<file path="config.mk">
export PLATFORM = sky130hd
export DESIGN_NAME = key_conditioner
export DESIGN_NICKNAME = d
export VERILOG_FILES = /design/src/rtl/key_conditioner.sv
export SDC_FILE = /design/constraint.sdc
export NUM_CORES = 1
export LEC_CHECK = 0
export ABC_CLOCK_PERIOD_IN_PS = 2640
export BUFFER_PORTS_ARGS = -buffer_cell sky130_fd_sc_hd__buf_4
export CORE_ASPECT_RATIO = 1.25
export CORE_MARGIN = 2
export CORE_UTILIZATION = 58
export CTS_CLUSTER_SIZE = 10
export DETAILED_ROUTE_END_ITERATION = 8
export PLACE_DENSITY = 0.79
export SYNTH_ARGS = -nofsm -noshare
export SYNTH_HDL_FRONTEND = slang
export SYNTH_SLANG_ARGS = --single-unit
</file>
<file path="constraint.sdc">
create_clock -name hwclk -period 2.64 [get_ports hwclk]
set_clock_uncertainty 0.2 [all_clocks]
set_input_delay 0.264 -clock hwclk [delete_from_list [all_inputs] [get_ports hwclk]]
set_output_delay 0.264 -clock hwclk [all_outputs]
set_load 0.01 [all_outputs]
</file>
<file path="src/rtl/key_conditioner.sv">
// Piano key front end: synchronise, debounce on a slow sample tick, emit press/release strobes.
// Optional macro KEY_RELEASE_STROBE_EN enables the key_release strobes (tied to 0 otherwise).
`timescale 1ns/1ps

module key_conditioner #(
  parameter int SAMPLE_DIV = 12000,
  parameter int STABLE_CNT = 4
) (
  input  logic        hwclk,
  input  logic        n_rst,
  input  logic [14:0] piano_keys,
  output logic [14:0] keys_clean,
  output logic [14:0] key_press,
  output logic [14:0] key_release,
  output logic [3:0]  active_key,
  output logic        key_valid
);

  localparam int              DIV_W    = $clog2(SAMPLE_DIV);
  localparam logic [DIV_W-1:0] DIV_LAST = DIV_W'(SAMPLE_DIV - 1);
  localparam logic [3:0]      CNT_LAST = 4'(STABLE_CNT - 1);

  logic [14:0]       r_meta;
  logic [14:0]       r_sync;
  logic [DIV_W-1:0]  r_div;
  logic [14:0][3:0]  r_cnt;
  logic [14:0]       r_clean;
  logic [14:0]       r_press;

  logic              w_tick;
  logic [14:0]       w_diff;
  logic [14:0]       w_toggle;
  logic [14:0][3:0]  w_cnt_nxt;

  assign w_tick = (r_div == DIV_LAST);
  assign w_diff = r_sync ^ r_clean;

  // A key flips only when the tick that would complete its count arrives.
  always_comb begin
    w_toggle  = '0;
    w_cnt_nxt = r_cnt;
    for (int i = 0; i < 15; i++) begin
      if (w_tick) begin
        if (w_diff[i] && (r_cnt[i] == CNT_LAST)) begin
          w_toggle[i]  = 1'b1;
          w_cnt_nxt[i] = 4'd0;
        end else if (w_diff[i]) begin
          w_cnt_nxt[i] = r_cnt[i] + 4'd1;
        end else begin
          w_cnt_nxt[i] = 4'd0;
        end
      end
    end
  end

  always_ff @(posedge hwclk or negedge n_rst) begin
    if (!n_rst) begin
      r_meta  <= '0;
      r_sync  <= '0;
      r_div   <= '0;
      r_cnt   <= '0;
      r_clean <= '0;
      r_press <= '0;
    end else begin
      r_meta  <= piano_keys;
      r_sync  <= r_meta;
      r_div   <= w_tick ? '0 : r_div + 1'b1;
      r_cnt   <= w_cnt_nxt;
      r_clean <= r_clean ^ w_toggle;
      r_press <= w_toggle & ~r_clean;
    end
  end

`ifdef KEY_RELEASE_STROBE_EN
  logic [14:0] r_release;

  always_ff @(posedge hwclk or negedge n_rst) begin
    if (!n_rst) begin
      r_release <= '0;
    end else begin
      r_release <= w_toggle & r_clean;
    end
  end

  assign key_release = r_release;
`else
  assign key_release = '0;
`endif

  // Highest-numbered held key wins.
  always_comb begin
    active_key = 4'd0;
    for (int i = 0; i < 15; i++) begin
      if (r_clean[i]) active_key = 4'(i);
    end
  end

  assign keys_clean = r_clean;
  assign key_press  = r_press;
  assign key_valid  = |r_clean;

endmodule

</file>
# Word-level counts from Yosys, hierarchy flattened
# Cells that the tools add are included.
[word_totals]
register_bits = 134
in_bits = 17
output_inout_bits = 50
word_cells = 147
[op_classes]
addsub = 16
n_eq_ne = 16
n_mux = 75
bitwise = 4
reduce_logical = 16
[op_table]
columns = ["operator", "count"]
rows = [
  ["4-bit two-way mux", 43],
  ["4-bit by 1-bit adder with 4-bit output, second input constant", 15],
  ["4-bit by 2-bit == test with 1-bit output, second input constant", 15],
  ["1-bit two-way mux", 31],
  ["15-bit XOR", 2],
  ["15-bit bitwise AND", 1],
  ["1-bit logical AND", 15],
  ["15-bit inverter", 1],
  ["15-bit OR reduction", 1],
  ["14-bit by 1-bit adder with 14-bit output, second input constant", 1],
  ["14-bit == test, second input constant", 1],
  ["14-bit two-way mux", 1],
]

# Depth between registers and ports, before layout
# Gate-level depths: netlist of the first run.
[logic_depth]
ltp_word = 14
mapped_depth = 8
depth_no_buf = 7

# Worst setup path before layout of the first run
# OpenSTA, ideal clock, no wires.
[synth_path]
path_kind = "reg-to-reg"
startpoint = "register r_div[0]"
endpoint = "register r_clean[1] (netlist: keys_clean[1])"
setup_ns = 0.063
t_arrival_ns = 1.810
t_required_ns = 2.377
setup_slack_ns = 0.567
path_stages_with_launch = 8
path_buffers = 0
synth_period_minus_slack_ns = 2.073
path_cell_list = "dfrtp_1 ha_1 nand4_2 nor4b_4 inv_1 nor4b_1 ha_1 inv_1"
[synth_between]
elab_chain_cells = 3
[synth_rtl]
columns = ["item", "line", "rtl"]
rows = [
  ["start: declaration", "25", "logic [DIV_W-1:0] r_div;"],
  ["start signal: assignment", "67", "r_div <= w_tick ? '0 : r_div + 1'b1;"],
  ["14-bit == test", "35", "assign w_tick = (r_div == DIV_LAST);"],
  ["1-bit two-way mux", "43", "if (w_tick) begin"],
  ["15-bit XOR", "69", "r_clean <= r_clean ^ w_toggle;"],
  ["end signal: assignment", "69", ""],
  ["end: declaration", "27", "logic [14:0] r_clean;"],
]
# No other way between the ends.
# A chain may end at the register's enable or synchronous reset.

# Final worst setup path of the first run
[layout_path]
startpoint = "register r_clean[2] (netlist: keys_clean[2])"
endpoint = "output port active_key[1]"
[layout_between]
elab_chain_cells = 13
[layout_rtl]
columns = ["item", "line", "rtl"]
rows = [
  ["4-bit two-way mux (13 in a row)", "94", "if (r_clean[i]) active_key = 4'(i);"],
  ["end: declaration", "15", "output logic [3:0] active_key,"],
]
# No other way between the ends.

==> impl_metrics.py, run 1 <==
metrics = {
    "setup_path": {
        "path_cells": "nor2_1 -> o311ai_0 -> a211oi_1 -> o31ai_1 -> buf_4",
        "path_buf_inv": 1,
        "critPathTopFamily": "compound AO/OA/AOI/OAI gates",
        "start_kind": "flop",
        "worstPathMaxFanout": 5,
        "end_kind": "output port",
        "cp.required_ns": 2.18,
        "slowest_stage": "o311ai_0",
        "crit_type": "reg -> out",
        "arrival_ns": 2.07,
        "slowest_delay_ns": 0.52,
    },
    "drt": {
        "drc": 0,
        "drt_first_pass_iters": 4,
        "drt_wl_total_mm": 11.4,
        "drt-wirelength-per-cell_um": 14.5,
        "viasPerCell": 5.50,
        "drtIter0Drc": 194,
        "via_count": 4331,
        "ant_nets": 0,
    },
    "timing": {
        "slew_viol_final": 0,
        "hold_viol": 0,
        "tns_ns": 0,
        "rsz0062_at_grt": "false",
        "finalSetupViolations": 0,
        "maxSlewHeadroom": 0.607,
        "layout_setup_ws_ns": 0.104,
        "timing.fmax_mhz": 394,
        "worstMarginPinSlew_ns": 0.582,
        "period_share": 0.961,
        "layout_min_cycle_time_ns": 2.54,
    },
    "floorplanning": {
        "fp.dieW_um": 95.5,
        "coreArea_um2": 10200,
        "rows": 41,
        "ios": 67,
        "die_y_um": 118,
        "start_util": 0.598,
        "dieArea_um2": 11300,
    },
    "clocking": {
        "cts_tree": "done",
        "numCtsBuffers": 17,
        "insertion_delay_ns": 0.40,
        "h-tree-depth": 4,
        "cts_sinks": 134,
        "cts_setup_buffers": 0,
        "cts_buffer_depth": 2,
        "clk_pin_slew_ns": 0.05,
        "cts_root_buf": "clkbuf_16",
    },
    "status": {
        "status": "finished clean",
    },
    "logic_synthesis": {
        "yosysUniqueCellTypes": 41,
        "syn_avg_cell_area_um2": 10.7,
        "synthCells": 568,
        "netlist_area_um2": 6070,
        "yosysMostFrequentCell": "dfrtp_1",
        "synth_area_leaders": "dfrtp_1 55%, ha_1 6.4%, o21ai_0 4.8%",
        "synth_ff_type": "dfrtp_1",
        "ys_warn_count": 0,
        "synth_top_area_share": 0.552,
        "ys_seq_area_frac": 0.552,
        "synth_edf_count": 0,
        "yosys_register_bits": 134,
        "async_reset_ff_frac": 1.00,
        "synth_area_leader_cell": "dfrtp_1",
        "synth_common_cells": "134 x dfrtp_1, 58 x o21ai_0, 51 x nand2_1",
    },
    "power_and_ir_drop": {
        "cellPowerDensity_nw_per_um2": 608,
        "peakVddDrop_mv": 0.427,
        "power.total_mw": 4.44,
        "p_leak_nw": 3.53,
    },
    "final_layout": {
        "num-fill-cells": 724,
        "final_layout_size_suffix_gt1_frac": 0.173,
        "multi_input_area_um2": 2460,
        "antennaDiodeCount": 0,
        "fin_nets": 696,
        "area_delta_synth_final_pct": 20.4,
        "ff_latch_area_um2": 3350,
    },
    "place": {
        "dp_slack_ns": 0.318,
        "routabilityCongestion": 0.803,
        "portBuffers": 51,
        "hpwl_mm": 7.80,
    },
    "grt": {
        "met2_usage": 0.353,
        "grt_first_pass_wirelength_mm": 19.7,
        "gr-usage-met3": 0.0593,
        "grt_use_met1": 0.292,
        "grt_usage": 0.222,
        "overflow": 0,
        "antenna_found_initial": 0,
        "grt_max_degree": 63,
        "grt_pass1_vias": 4440,
        "top_usage_layer": "met2",
    },
    "flow_run": {
        "maxCapViolCount": 0,
    },
    "worst_hold_path": {
        "hold_path_class": "reg -> reg",
    },
}
[power breakdown]
part           internal (mW)  total, mW  leakage [nW]  switching (mW)
clock                   1.45       2.23         0.284           0.780
combinational         0.0472      0.123          1.46          0.0759
sequential              2.08       2.09          1.79         0.00913
[flip-flops by register name, indices dropped and copies added (netlist names)]
| signal | flops |
|---|---|
| r_cnt | 60 |
| key_press | 15 |
| keys_clean | 15 |
| r_meta | 15 |
| r_sync | 15 |
| r_div | 14 |
[final timing paths]
| kind | startpoint | depth (start not counted) | slack [ns] | endpoint |
|---|---|---|---|---|
| hold / removal | r_meta[9] | 0 | 0.14 | r_sync[9] |
| setup / recovery | keys_clean[2] | 5 | 0.10 | active_key[1] |
| setup reg to reg | r_div[0] | 8 | 0.29 | keys_clean[14] |
| hold reg to reg | r_meta[9] | 0 | 0.14 | r_sync[9] |
| max in group asynchronous | n_rst | 3 | 1.23 | r_meta[8] |
| min in group asynchronous | n_rst | 2 | 0.20 | key_press[12] |
[logic make-up (layout without fill, tap and decap cells)]
family / count (synthesis) / count (layout) / share of synthesized area
compound gates: 100 / 100 / 0.105
xor+xnor: 25 / 25 / 0.0361
fa+ha+maj: 31 / 31 / 0.0639
buf+inv: 64 / 140 / 0.0505
flops: 134 / 134 / 0.552
mux: 1 / 1 / 0.00165
other cells: 1 / 15 / 0.000618
simple gates: 212 / 212 / 0.190
[metrics by stage]
| stage | util | instance area [um^2] | std cells | hold slack (ns) |
|---|---|---|---|---|
| after detailed placement | 0.648 | 6580 | 742 | 0.0823 |
| after floorplan | - | 6120 | 582 | -0.232 |
| after global routing | 0.720 | 7310 | 787 | 0.151 |
| after CTS | 0.720 | 7310 | 787 | 0.147 |
| after global placement | 0.648 | 6580 | 742 | 0.0765 |
| final | 0.720 | 7310 | 787 | 0.141 |
[routing by layer]
metal  share of wire  wire (um)
met1            0.43       4960
met2            0.50       5770
met3           0.043        495
met4           0.018        210
met5               0          0
[area by class of cell]
class,count,share of cell area
clock buffer,26,0.0724
clock inverter,3,0.00548
inverter,37,0.0190
multi-input combinational,384,0.337
sequential,134,0.459
tap,129,0.0221
timing repair buffer,74,0.0854
[placed cells by master, fill, tap and decap left out, types with 17 or more instances in the layout]
master and count:
dfrtp_1 134, inv_1 37, nand3_1 49, ha_1 31, nor2_1 28, buf_4 55, nand2_1 51, o31ai_1 17
clkbuf_16 17, o21ai_0 58
[repair_timing]
item / in CTS / in global routing
endpoints found under the setup margin: 0 / 0
gates resized for setup: 0 / 0
hold buffers: 16 / 0
endpoints found under the hold margin: 75 / 0
Power figures use the tool's default switching activity.
==> inputs of run 2 (changes only) <==
Settings changed: REMOVE_ABC_BUFFERS set to 1.
==> impl_metrics.py, run 2 (same netlist as run 1, synthesis figures left out) <==
metrics = {
    "clocking": {
        "cts_buffer_depth": 2,
        "numCtsBuffers": 17,
        "cts_setup_buffers": 0,
        "h-tree-depth": 4,
        "cts_root_buf": "clkbuf_16",
        "clk_pin_slew_ns": 0.06,
        "cts_sinks": 134,
        "cts_tree": "done",
        "insertion_delay_ns": 0.41,
    },
    "setup_path": {
        "crit_type": "reg -> reg",
        "cp.required_ns": 2.73,
        "start_kind": "flop",
        "worstPathMaxFanout": 53,
        "r2r_cells": 5,
        "end_kind": "flop",
        "arrival_ns": 2.57,
    },
    "power_and_ir_drop": {
        "peakVddDrop_mv": 0.490,
        "cellPowerDensity_nw_per_um2": 635,
        "p_leak_nw": 3.55,
        "power.total_mw": 4.68,
    },
    "floorplanning": {
        "start_util": 0.598,
        "fp.dieW_um": 95.5,
        "dieArea_um2": 11300,
        "rows": 41,
        "coreArea_um2": 10200,
        "ios": 67,
        "die_y_um": 118,
    },
    "timing": {
        "rsz0062_at_grt": "false",
        "period_share": 0.942,
        "worstMarginPinSlew_ns": 0.536,
        "layout_min_cycle_time_ns": 2.49,
        "layout_setup_ws_ns": 0.153,
        "hold_slack_ns": 0.144,
        "hold_viol": 0,
        "timing.fmax_mhz": 402,
        "finalSetupViolations": 0,
        "slew_viol_final": 0,
        "maxSlewHeadroom": 0.643,
    },
    "place": {
        "dp_slack_ns": 0.257,
        "portBuffers": 51,
        "routabilityCongestion": 0.829,
        "hpwl_mm": 8.08,
    },
    "drt": {
        "drt_first_pass_iters": 4,
        "via_count": 4394,
        "drt-wirelength-per-cell_um": 15.0,
        "ant_nets": 0,
        "drt_wl_total_mm": 11.8,
        "viasPerCell": 5.56,
        "drc": 0,
        "drtIter0Drc": 242,
    },
    "final_layout": {
        "antennaDiodeCount": 0,
        "area_delta_synth_final_pct": 21.4,
        "fin_nets": 696,
        "regMostFlops": "r_cnt",
        "num-fill-cells": 681,
        "largest_reg_flops": 60,
        "layout_common_cells": "134 x dfrtp_1, 58 x o21ai_0, 56 x buf_4",
        "final_layout_size_suffix_gt1_frac": 0.180,
        "final_common_cell": "dfrtp_1",
        "post-route-util": 0.725,
    },
    "grt": {
        "grt_usage": 0.227,
        "gr-usage-met3": 0.0580,
        "grt_use_met1": 0.297,
        "met2_usage": 0.359,
        "grt_pass1_vias": 4426,
        "top_usage_layer": "met2",
        "grt_max_degree": 59,
        "antenna_found_initial": 0,
        "grt_first_pass_wirelength_mm": 20.0,
        "overflow": 0,
    },
    "status": {
        "status": "finished clean",
    },
    "worst_hold_path": {
        "hold_depth": 0,
        "hold_path_class": "reg -> reg",
    },
    "flow_run": {
        "maxCapViolCount": 0,
    },
}
run 2: cell count changes in the layout (fill, tap and decap cells not counted):
| cell | delta |
|---|---|
| clkinv_2 | -2 |
| inv_6 | +4 |
| o311ai_1 | +1 |
| clkbuf_1 | -2 |
| clkinv_4 | +1 |
| buf_4 | +1 |
| clkinvlp_4 | +4 |
| clkbuf_8 | -4 |
| o311ai_0 | -1 |
| buf_6 | -1 |
| bufinv_16 | +2 |
run 2: worst paths after layout:
| path | startpoint | to | slack [ns] |
|---|---|---|---|
| worst min register to register | r_meta[14] | r_sync[14] | 0.14 |
| min in group asynchronous | n_rst | r_cnt[59] | 0.17 |
| worst max-delay path | r_div[5] | r_cnt[55] | 0.15 |
| max in group asynchronous | n_rst | r_cnt[39] | 1.37 |
| worst min-delay path | r_meta[14] | r_sync[14] | 0.14 |
| worst max register to register | r_div[5] | r_cnt[55] | 0.15 |
run 2: timing repair:
action | in CTS | in global routing
hold buffers | 16 | 0
resized for setup | 0 | 1
endpoints found under the setup margin | 0 | 1
endpoints found under the hold margin | 53 | 0
run 2: where the power goes:
part | total [mW] | leakage (nW) | switching (mW) | internal [mW]
logic | 0.123 | 1.46 | 0.0756 | 0.0477
clock network | 2.47 | 0.296 | 0.895 | 1.57
registers | 2.09 | 1.79 | 0.00936 | 2.08
total | 4.68 | 3.55 | 0.980 | 3.70
run 2: routing by layer:
metal	wire [um]	part of all wire
met2	5950	0.50
met3	540	0.046
met1	5080	0.43
met5	0	0
met4	259	0.022
run 2: layout make-up:
cell class                      instances  area (um^2)  share of cell area
Sequential cell                       134         3350               0.455
Tap cell                              129          161              0.0219
Clock buffer                           20          467              0.0633
Clock inverter                         12          164              0.0222
Timing Repair Buffer                   74          621              0.0842
Inverter                               37          139              0.0189
Multi-Input combinational cell        384         2460               0.334
run 2: worst max-delay path: stages (launching register included):
cell,delay (ns)
dfrtp_1,0.45
nor4b_1,0.49
nand4_1,0.49
buf_12,0.36
o21ai_0,0.22
o31ai_1,0.12
run 2: per-stage QoR:
stage                     area [um^2]  TNS [ns]  std cells
after floorplan                  5950     -8.88        555
after global routing             7370         0        790
after global placement           6580         0        742
after detailed placement         6580         0        742
final                            7370         0        790
after CTS                        7370         0        790
==> inputs of run 3 (changes only) <==
Settings changed: CORE_ASPECT_RATIO 1.25 to not set.
==> impl_metrics.py, run 3 (same netlist as run 1, synthesis figures left out) <==
metrics = {
    "clocking": {
        "h-tree-depth": 4,
        "cts_sinks": 134,
        "cts_root_buf": "clkbuf_8",
        "insertion_delay_ns": 0.53,
        "numCtsBuffers": 17,
        "clk_pin_slew_ns": 0.06,
        "cts_buffer_depth": 2,
        "cts_tree": "done",
    },
    "drt": {
        "via_count": 4336,
        "ant_nets": 0,
        "drc": 0,
        "drt_first_pass_iters": 4,
        "viasPerCell": 5.45,
        "drtIter0Drc": 211,
        "drt-wirelength-per-cell_um": 15.0,
        "drt_wl_total_mm": 11.9,
    },
    "timing": {
        "period_share": 0.963,
        "timing.fmax_mhz": 393,
        "maxSlewHeadroom": 0.630,
        "layout_setup_ws_ns": 0.0978,
        "rsz0062_at_grt": "false",
        "tns_ns": 0,
        "layout_min_cycle_time_ns": 2.54,
        "hold_viol": 0,
        "worstMarginPinSlew_ns": 0.554,
        "slew_viol_final": 0,
        "finalSetupViolations": 0,
    },
    "worst_hold_path": {
        "hold_path_class": "in -> async",
    },
    "final_layout": {
        "area_delta_synth_final_pct": 20.4,
        "fin_nets": 695,
        "regMostFlops": "r_cnt",
        "final_layout_size_suffix_gt1_frac": 0.173,
        "largest_reg_flops": 60,
        "layout_common_cells": "134 x dfrtp_1, 58 x o21ai_0, 54 x buf_4",
        "final_common_cell": "dfrtp_1",
        "antennaDiodeCount": 0,
    },
    "power_and_ir_drop": {
        "seqPwrFrac": 0.479,
        "internal_power_mw": 3.47,
        "peakVddDrop_mv": 0.471,
        "pwr-share-comb": 0.028,
        "p_leak_nw": 3.53,
        "clkPwrFrac": 0.493,
        "cellPowerDensity_nw_per_um2": 596,
        "p_switching_mw": 0.884,
        "switching_share": 0.203,
    },
    "floorplanning": {
        "rows": 37,
        "ios": 67,
        "dieArea_um2": 11300,
        "die_y_um": 106,
        "coreArea_um2": 10200,
        "start_util": 0.593,
        "fp.dieW_um": 106,
    },
    "setup_path": {
        "critPathTopFamily": "simple AND/OR/NAND/NOR gates",
        "arrival_ns": 2.08,
        "slowest_delay_ns": 0.47,
        "slowest_stage": "dfrtp_1",
        "path_buf_inv": 2,
        "start_kind": "flop",
        "cp.required_ns": 2.18,
        "cpMostUsedCell": "buf_4",
        "crit_type": "reg -> out",
        "path_cells": "nor4_1 -> buf_4 -> nand4_1 -> or2_2 -> buf_4",
        "end_kind": "output port",
        "worstPathMaxFanout": 6,
    },
    "place": {
        "routabilityCongestion": 0.798,
        "hpwl_mm": 7.99,
        "portBuffers": 51,
        "dp_slack_ns": 0.415,
    },
    "status": {
        "status": "finished clean",
    },
    "grt": {
        "overflow": 0,
        "grt_first_pass_wirelength_mm": 20.1,
        "grt_pass1_vias": 4332,
        "grt_max_degree": 67,
        "grt_usage": 0.231,
        "antenna_found_initial": 0,
    },
    "flow_run": {
        "maxCapViolCount": 0,
    },
}
## run 3: area by class of cell
class	instances	area [um^2]
flip-flops and latches	134	3350
fillers	690	2920
multi-input cells	384	2470
repair buffers	73	626
clock buffers	29	539
well taps	136	170
inverters	37	139
clock inverters	2	10.0
## run 3: path summary, 6_finish.rpt
check,cells after the start,end,start,slack (ns)
worst min register to register,0,r_sync[6],r_meta[6],0.14
worst max-delay path,5,key_valid,keys_clean[5],0.1
min in group hwclk,0,r_sync[6],r_meta[6],0.14
worst max register to register,8,keys_clean[14],r_div[0],0.33
max in group asynchronous,3,keys_clean[2],n_rst,1.40
worst min-delay path,2,r_cnt[50],n_rst,0.07
## run 3: power groups by stage
stage               clock, mW  combinational (mW)  sequential [mW]
finish                   2.15               0.123             2.09
global route             2.28               0.141             2.09
CTS                      2.18               0.126             2.09
detailed placement          0               0.106             2.12
global placement            0               0.103             2.12
floorplan                   0              0.0361             2.12
## run 3: per-stage QoR
| stage | instance area [um^2] | utilization | std cells | hold slack [ns] | total power, mW |
|---|---|---|---|---|---|
| 2_1_floorplan | 5950 | - | 555 | -0.232 | 2.16 |
| 3_3_place_gp | 6590 | 0.644 | 748 | 0.0870 | 2.23 |
| 3_5_place_dp | 6590 | 0.644 | 748 | 0.0871 | 2.23 |
| 4_1_cts | 7300 | 0.713 | 795 | 0.0626 | 4.39 |
| 5_1_grt | 7310 | 0.714 | 795 | 0.108 | 4.51 |
| 6_report | 7310 | 0.714 | 795 | 0.0742 | 4.36 |
## run 3: repair_timing
action	in CTS	in global routing
setup buffers	0	0
endpoints found under the hold margin	64	0
hold buffers	16	0
resized for setup	1	1
setup endpoints to repair	1	1
cloned	0	0
## run 3: per-layer routing
| layer | part of all wire | global-route usage | up-vias | wire (um) |
|---|---|---|---|---|
| met5 | 0 | 0 | - | 0 |
| met4 | 0.020 | 0.101 | 0 | 233 |
| met3 | 0.042 | 0.0662 | 20 | 503 |
| met2 | 0.50 | 0.376 | 104 | 5920 |
| met1 | 0.44 | 0.289 | 2117 | 5270 |
| li1 | - | - | 2095 | - |
